--- config.mk ---
export PLATFORM = sky130hd
export DESIGN_NAME = fdivcnt
export DESIGN_NICKNAME = d
export VERILOG_FILES = /design/src/rtl/fdivcnt_pkg.sv /design/src/rtl/fdivcnt_cp_edge.sv /design/src/rtl/fdivcnt.sv
export SDC_FILE = /design/constraint.sdc
export NUM_CORES = 1
export LEC_CHECK = 0
export CAP_MARGIN = 15
export CORE_MARGIN = 2
export CORE_UTILIZATION = 50
export DETAILED_ROUTE_END_ITERATION = 12
export GPL_TIMING_DRIVEN = 0
export PLACE_DENSITY = 0.8
export SYNTH_ARGS = -nofsm -noshare
export SYNTH_HDL_FRONTEND = slang
export SYNTH_SLANG_ARGS = --single-unit
--- constraint.sdc ---
create_clock -name sys_clk -period 4.13 [get_ports sys_clk]
set_input_delay 0.413 -clock sys_clk [delete_from_list [all_inputs] [get_ports sys_clk]]
set_output_delay 0.413 -clock sys_clk [all_outputs]
set_load 0.005 [all_outputs]
--- src/rtl/fdivcnt_pkg.sv ---
// Shared definitions for the fdivcnt programmable divider slice.
//   DEFAULT_WIDTH : default width of the count/reload registers.
package fdivcnt_pkg;

  localparam int unsigned DEFAULT_WIDTH = 8;

endpackage : fdivcnt_pkg

--- src/rtl/fdivcnt_cp_edge.sv ---
// cp_edge: rising-edge detector for an emulated clock sampled in the
// sys_clk domain. Reusable by every emulated-clock cell.
// Ports:
//   sys_clk : system oversampling clock (rising edge)
//   cd      : asynchronous active-low clear
//   cp      : emulated clock level, sampled on sys_clk
//   evt     : high for the sys_clk cycle in which cp is first seen high
module cp_edge (
  input  logic sys_clk,
  input  logic cd,
  input  logic cp,
  output logic evt
);

  logic r_cp_prev;

  // Clearing to 1 means a cp already high at reset release is not an edge;
  // cp must be seen low first.
  always_ff @(posedge sys_clk or negedge cd) begin
    if (!cd) begin
      r_cp_prev <= 1'b1;
    end else begin
      r_cp_prev <= cp;
    end
  end

  assign evt = ~r_cp_prev & cp;

endmodule : cp_edge

--- src/rtl/fdivcnt.sv ---
// fdivcnt: programmable divide-by-(reload+1) stage clocked by rising edges
// of an emulated clock cp, with all state held in the sys_clk domain.
// Ports:
//   sys_clk : system oversampling clock (rising edge)
//   cd      : asynchronous active-low clear
//   cp      : emulated clock; only its rising edges are events
//   ld      : load strobe (q and reload <= d), qualified by a cp edge
//   en      : count enable, qualified by a cp edge
//   d       : reload value
//   q       : current count
//   co      : divided clock, toggles on each terminal reload
//   tc      : terminal-count strobe, one sys_clk cycle wide
module fdivcnt
  import fdivcnt_pkg::*;
#(
  parameter int unsigned WIDTH = DEFAULT_WIDTH
) (
  input  logic             sys_clk,
  input  logic             cd,
  input  logic             cp,
  input  logic             ld,
  input  logic             en,
  input  logic [WIDTH-1:0] d,
  output logic [WIDTH-1:0] q,
  output logic             co,
  output logic             tc
);

  logic             w_evt;
  logic [WIDTH-1:0] r_q;
  logic [WIDTH-1:0] r_rld;
  logic             r_co;
  logic             r_tc;

  cp_edge u_cp_edge (
    .sys_clk (sys_clk),
    .cd      (cd),
    .cp      (cp),
    .evt     (w_evt)
  );

  // tc defaults low every cycle so it can only ever be a single-cycle pulse.
  // Load outranks the terminal reload: no co toggle and no tc on a load.
  always_ff @(posedge sys_clk or negedge cd) begin
    if (!cd) begin
      r_q   <= '0;
      r_rld <= '0;
      r_co  <= 1'b0;
      r_tc  <= 1'b0;
    end else begin
      r_tc <= 1'b0;
      if (w_evt) begin
        if (ld) begin
          r_q   <= d;
          r_rld <= d;
        end else if (en) begin
          if (r_q == '0) begin
            r_q  <= r_rld;
            r_co <= ~r_co;
            r_tc <= 1'b1;
          end else begin
            r_q <= r_q - WIDTH'(1);
          end
        end
      end
    end
  end

  assign q  = r_q;
  assign co = r_co;
  assign tc = r_tc;

endmodule : fdivcnt

=== After elaboration in Yosys (flattened, before gate mapping) ===
Cells that the tools add are included.
W data, S select, Z words.

* Register bits after elaboration: 19
* Bits in latches: 0
* RAM bits: 0
* ROM bits: 0
* Output and inout bits: 10
* Logic and storage cells: 22
* Memories kept: 0

* Add/sub/neg operators: 1
* Multiply operators: 0
* Div/mod/pow operators: 0
* Order comparisons: 0
* Eq/ne operators: 0
* Shift operators: 0
* Multiplexer cells: 7
* Bitwise logic cells: 4
* Reductions and logical operators: 5

{| class="wikitable"
|+ Operators with widths
! operator !! count
|-
| $mux W8 || 3
|-
| $logic_not A8 Y1 || 1
|-
| $sub A8 B1 Y8 const B || 1
|-
| $mux W1 || 4
|-
| $reduce_and A2 Y1 || 2
|-
| $reduce_and A4 Y1 || 1
|-
| $not A1 Y1 || 3
|-
| $reduce_bool A2 Y1 || 1
|-
| $and A1 B1 Y1 || 1
|}

=== Depth between registers and ports, before layout ===
* Depth after elaboration: 5
* Mapped depth: 6
* Depth with buffers taken out: 6

=== Cells and area by module ===
From an unflattened synthesis, not the netlist that was laid out.

* Cell total of the unflattened synthesis: 100
* Area total of the unflattened synthesis: 1077.3 um2

{| class="wikitable"
|+ Modules (own cells, without submodules)
! module !! instances !! cells each !! area each (um2) !! seq. area each (um2)
|-
| fdivcnt || 1 || 98 || 1037.2 || 450.4
|-
| cp_edge || 1 || 2 || 40.0 || 26.3
|}

=== Worst setup path after synthesis ===
OpenSTA, ideal clock, no wires.

* Path type: reg2reg
* From: register r_q[0] (netlist: q[0])
* To: register r_q[5] (netlist: q[5])
* Library setup time: 0.130 ns
* Data arrival time: 1.491 ns
* Data required time: 4.000 ns
* Slack: 2.509 ns
* Stages on the path, launching flop included: 7
* Clock period less this slack: 1.621 ns
* Cell sequence: dfrtp_1 inv_1 ha_1 nor3b_2 mux2_2 nand3_1 nand3_1

* Word-level cells in the longest chain between the ends: 4
* Elaborated cells on any way between the ends: 5
* Those cells by class: 1 x add/sub; 3 x mux; 1 x reduce/logical

{| class="wikitable"
|+ RTL lines
! what !! RTL line !! text
|-
| start: declaration || fdivcnt.sv:30 || <nowiki>logic [WIDTH-1:0] r_q;</nowiki>
|-
| start signal: assignment || fdivcnt.sv:58 || <nowiki>r_q <= r_rld;</nowiki>
|-
| start signal: assignment || fdivcnt.sv:62 || <nowiki>r_q <= r_q - WIDTH'(1);</nowiki>
|-
| $sub A8 B1 Y8 / $logic_not A8 Y1 (equally long branches) || fdivcnt.sv:62, fdivcnt.sv:57 ||
|-
| $mux W8 (*) || fdivcnt.sv:57 || <nowiki>if (r_q == '0) begin</nowiki>
|-
| $mux W8 (*) || fdivcnt.sv:56 || <nowiki>end else if (en) begin</nowiki>
|-
| $mux W8 (*) || fdivcnt.sv:53 || <nowiki>if (ld) begin</nowiki>
|}

Mark *: on every way between the ends. The rest lies on a longest branch, timed or not. The select of a mux whose other input is x is not followed.
A chain may end at the register's enable or synchronous reset.

=== Final worst setup path ===
* From: input ld
* To: register r_q[6] (netlist: q[6])

* Word-level cells in the longest chain between the ends: 2
* Elaborated cells on any way between the ends: 3
* Those cells by class: 1 x mux; 2 x reduce/logical

{| class="wikitable"
|+ RTL lines
! what !! RTL line !! text
|-
| start: declaration || fdivcnt.sv:21 || <nowiki>input logic ld,</nowiki>
|-
| $reduce_bool A2 Y1 (no line) || n/a ||
|-
| $reduce_and A2 Y1 (no line) || n/a ||
|}

Parallel ways exist; a longest one is shown, timed or not.

==> flow_metrics.tcl <==
set metrics [dict create \
    drcViolationCount 0 \
    clkPwrFrac 0.180 \
    powerDensity_nw_per_um2 421 \
    clock-sinks 19 \
    postSynthAreaPerCell_um2 9.88 \
    ir_drop_mv 0.220 \
    first_global_vias 885 \
    cp.arrival_ps 2070 \
    antenna_found_initial 0 \
    die-area_um2 2350 \
    crit_fanout 8 \
    r2r_start "q[0]$_DFFE_PN0P_" \
    reg2regPathDepth 6 \
    synth.net_count 115 \
    worst_slew_pin_slew_ps 841 \
    mostFrequentLayoutCell "nand2_1" \
    hold_violations 0 \
    cp-start-kind "input port" \
    final_cell_mix "nand2_1 (23), clkdlybuf4s50_1 (22), dfrtp_1 (18)" \
    dr.pass1.iters 4 \
    io_buffers 22 \
    syn_area_um2 988 \
    cts-htree-levels 1 \
    fin_crit_ps 1820 \
    place_ws_ps 2010 \
    worstSetupPathType "in -> reg" \
    total_leakage_power_uw 0.000578 \
    max_cap_violations 0 \
    status "finished clean" \
    ant_nets 0 \
    crit_path_end_kind "flip-flop" \
    postRouteWirelength_um 2280 \
    numCtsBuffers 3 \
    critical_path_required_ps 4380 \
    wl_per_cell_um 14.9 \
    endpoint "q[6]$_DFFE_PN0P_" \
    power.switching_uw 177 \
    die_y_um 48.5 \
    dp_hpwl_um 1630 \
    clkSlewWorstSetupHoldPaths_ps 110 \
    fmax_mhz 549 \
    ys_types 33 \
    clock_skew_ps 3.34 \
    track_usage 0.231 \
    cts_tree "done" \
    setup_viol 0 \
    rsz0062_at_grt "no" \
    io_pins 23 \
    cts_hold_buf 0 \
    fp.dieW_um 48.5 \
    core_area_um2 1920 \
    clock_latency_ps 300 \
    fin_nets 142 \
    reg2reg_to "q[5]$_DFFE_PN0P_" \
    cp-startpoint "ld" \
    initial_core_util 0.514 \
    seq_power_share 0.477 \
    combPwrFrac 0.343 \
    area_growth_syn_to_layout_pct 28.4 \
    setup_tns_ps 0 \
    synth_warnings 0 \
    root_buffer "clkbuf_4" \
    r2r_slack_ps 2310 \
    clk_path_buf_depth 2 \
    gp_congestion 0.858 \
    slew_viol_final 0 \
    hold_class "reg -> reg" \
    syn-instance-count 100 \
    fin_ws_ps 2310 \
    globalRouteOverflowTotal 0 \
    cell_internal_pwr_uw 357 \
    antenna_cells 0 \
    synth-seq-cells 19 \
    grt_pass1_wl_um 4180 \
    fin_crit_sh 0.441 \
    cts_resized 0 \
    vias 851 \
    drt_iter0_drc 22 \
    drt-vias-per-instance 5.56 \
    grt_max_degree 20 \
    yosysSeqAreaShare 0.482 \
    relSlewSlack 0.437 \
    cts_setup_buffers 0 \
    placementRows 16 \
    layout-drive-gt1-share 0.0794 \
    swShare 0.331 \
]
==> power by group through the flow <==
| stage | logic, uW | clock network, uW | registers (uW) |
|---|---|---|---|
| 6_report | 183 | 96.0 | 255 |
| 3_3_place_gp | 176 | 0 | 256 |
| 2_1_floorplan | 103 | 0 | 253 |
| 5_1_grt | 204 | 110 | 261 |
| 4_1_cts | 184 | 98.0 | 255 |
| 3_5_place_dp | 180 | 0 | 259 |
==> cell type report <==
class / instances / area, um2
Tap cell: 27 / 33.8
Clock buffer: 4 / 26.3
Inverter: 4 / 15.0
Sequential cell: 19 / 477
Multi-Input combinational cell: 75 / 489
Timing Repair Buffer: 22 / 220
Fill cell: 181 / 653
Buffer: 2 / 7.51
==> worst min path at each step <==
stage / start / to / slack [ps] / cells after the start
after global routing: r_rld[5]$_DFFE_PN0P_ / r_rld[5]$_DFFE_PN0P_ / 520 / 2
final: co$_DFFE_PN0P_ / co$_DFFE_PN0P_ / 480 / 1
after floorplan: cd / co$_DFFE_PN0P_ / 120 / 0
after global placement: co$_DFFE_PN0P_ / co$_DFFE_PN0P_ / 460 / 1
after detailed placement: r_rld[5]$_DFFE_PN0P_ / r_rld[5]$_DFFE_PN0P_ / 470 / 2
after CTS: co$_DFFE_PN0P_ / co$_DFFE_PN0P_ / 490 / 1
==> cells in the mapped netlist (all sizes together) <==
cell / instances / area [um2]
nand2: 24 / 92.6
dfrtp: 18 / 450
o21ai: 8 / 40.0
inv: 4 / 15.0
mux2i: 4 / 40.0
xor2: 4 / 35.0
a21oi: 3 / 15.0
a22oi: 3 / 22.5
nand3: 3 / 15.0
a31oi: 2 / 12.5
and3b: 2 / 17.5
clkbuf: 2 / 7.51
ha: 2 / 25.0
mux2: 2 / 22.5
nor2: 2 / 10.0
nor3: 2 / 10.0
nor3b: 2 / 20.0
o211ai: 2 / 15.0
a21boi: 1 / 7.51
a221o: 1 / 10.0
a221oi: 1 / 8.76
a22o: 1 / 8.76
dfstp: 1 / 26.3
nand2b: 1 / 6.26
nand3b: 1 / 7.51
nor2b: 1 / 6.26
nor4: 1 / 21.3
o311ai: 1 / 8.76
or4bb: 1 / 11.3
==> worst max-delay path, cell delays in order <==
cell             delay (ps)
clkdlybuf4s50_1         540
or4bb_1                 700
a221oi_1                260
a221o_1                 150
==> cells by family after synthesis <==
family | after synthesis | synth area share
AOI/OAI and AO/OA | 23 | 0.151
xor gates and xnor gates | 4 | 0.0354
adders and majority gates | 2 | 0.0253
buffers and inverters | 6 | 0.0228
DFF | 19 | 0.482
muxes | 6 | 0.0633
and+or+nand+nor | 40 | 0.220
==> layer usage <==
layer | GRT usage | vias to the layer above | routed length, um
li1 | - | 409 | -
met5 | 0 | - | 0
met4 | 0.100 | 0 | 38
met3 | 0.0309 | 5 | 106
met2 | 0.396 | 25 | 1170
met1 | 0.295 | 412 | 965
==> flip-flops by register name, summed over array words and instances (netlist names) <==
register             count
co                       1
q                        8
tc                       1
r_rld                    8
u_cp_edge.r_cp_prev      1
==> stage by stage <==
step                      power [uW]  instances  instance area (um2)  utilization  hold slack (ps)
after floorplan                  356        100                  988            -              117
after global placement           431        149                 1240        0.646              457
after detailed placement         439        149                 1240        0.646              469
after CTS                        537        153                 1270        0.660              488
after global routing             575        153                 1270        0.660              518
final                            534        153                 1270        0.660              483
Power figures use the tool's default switching activity.
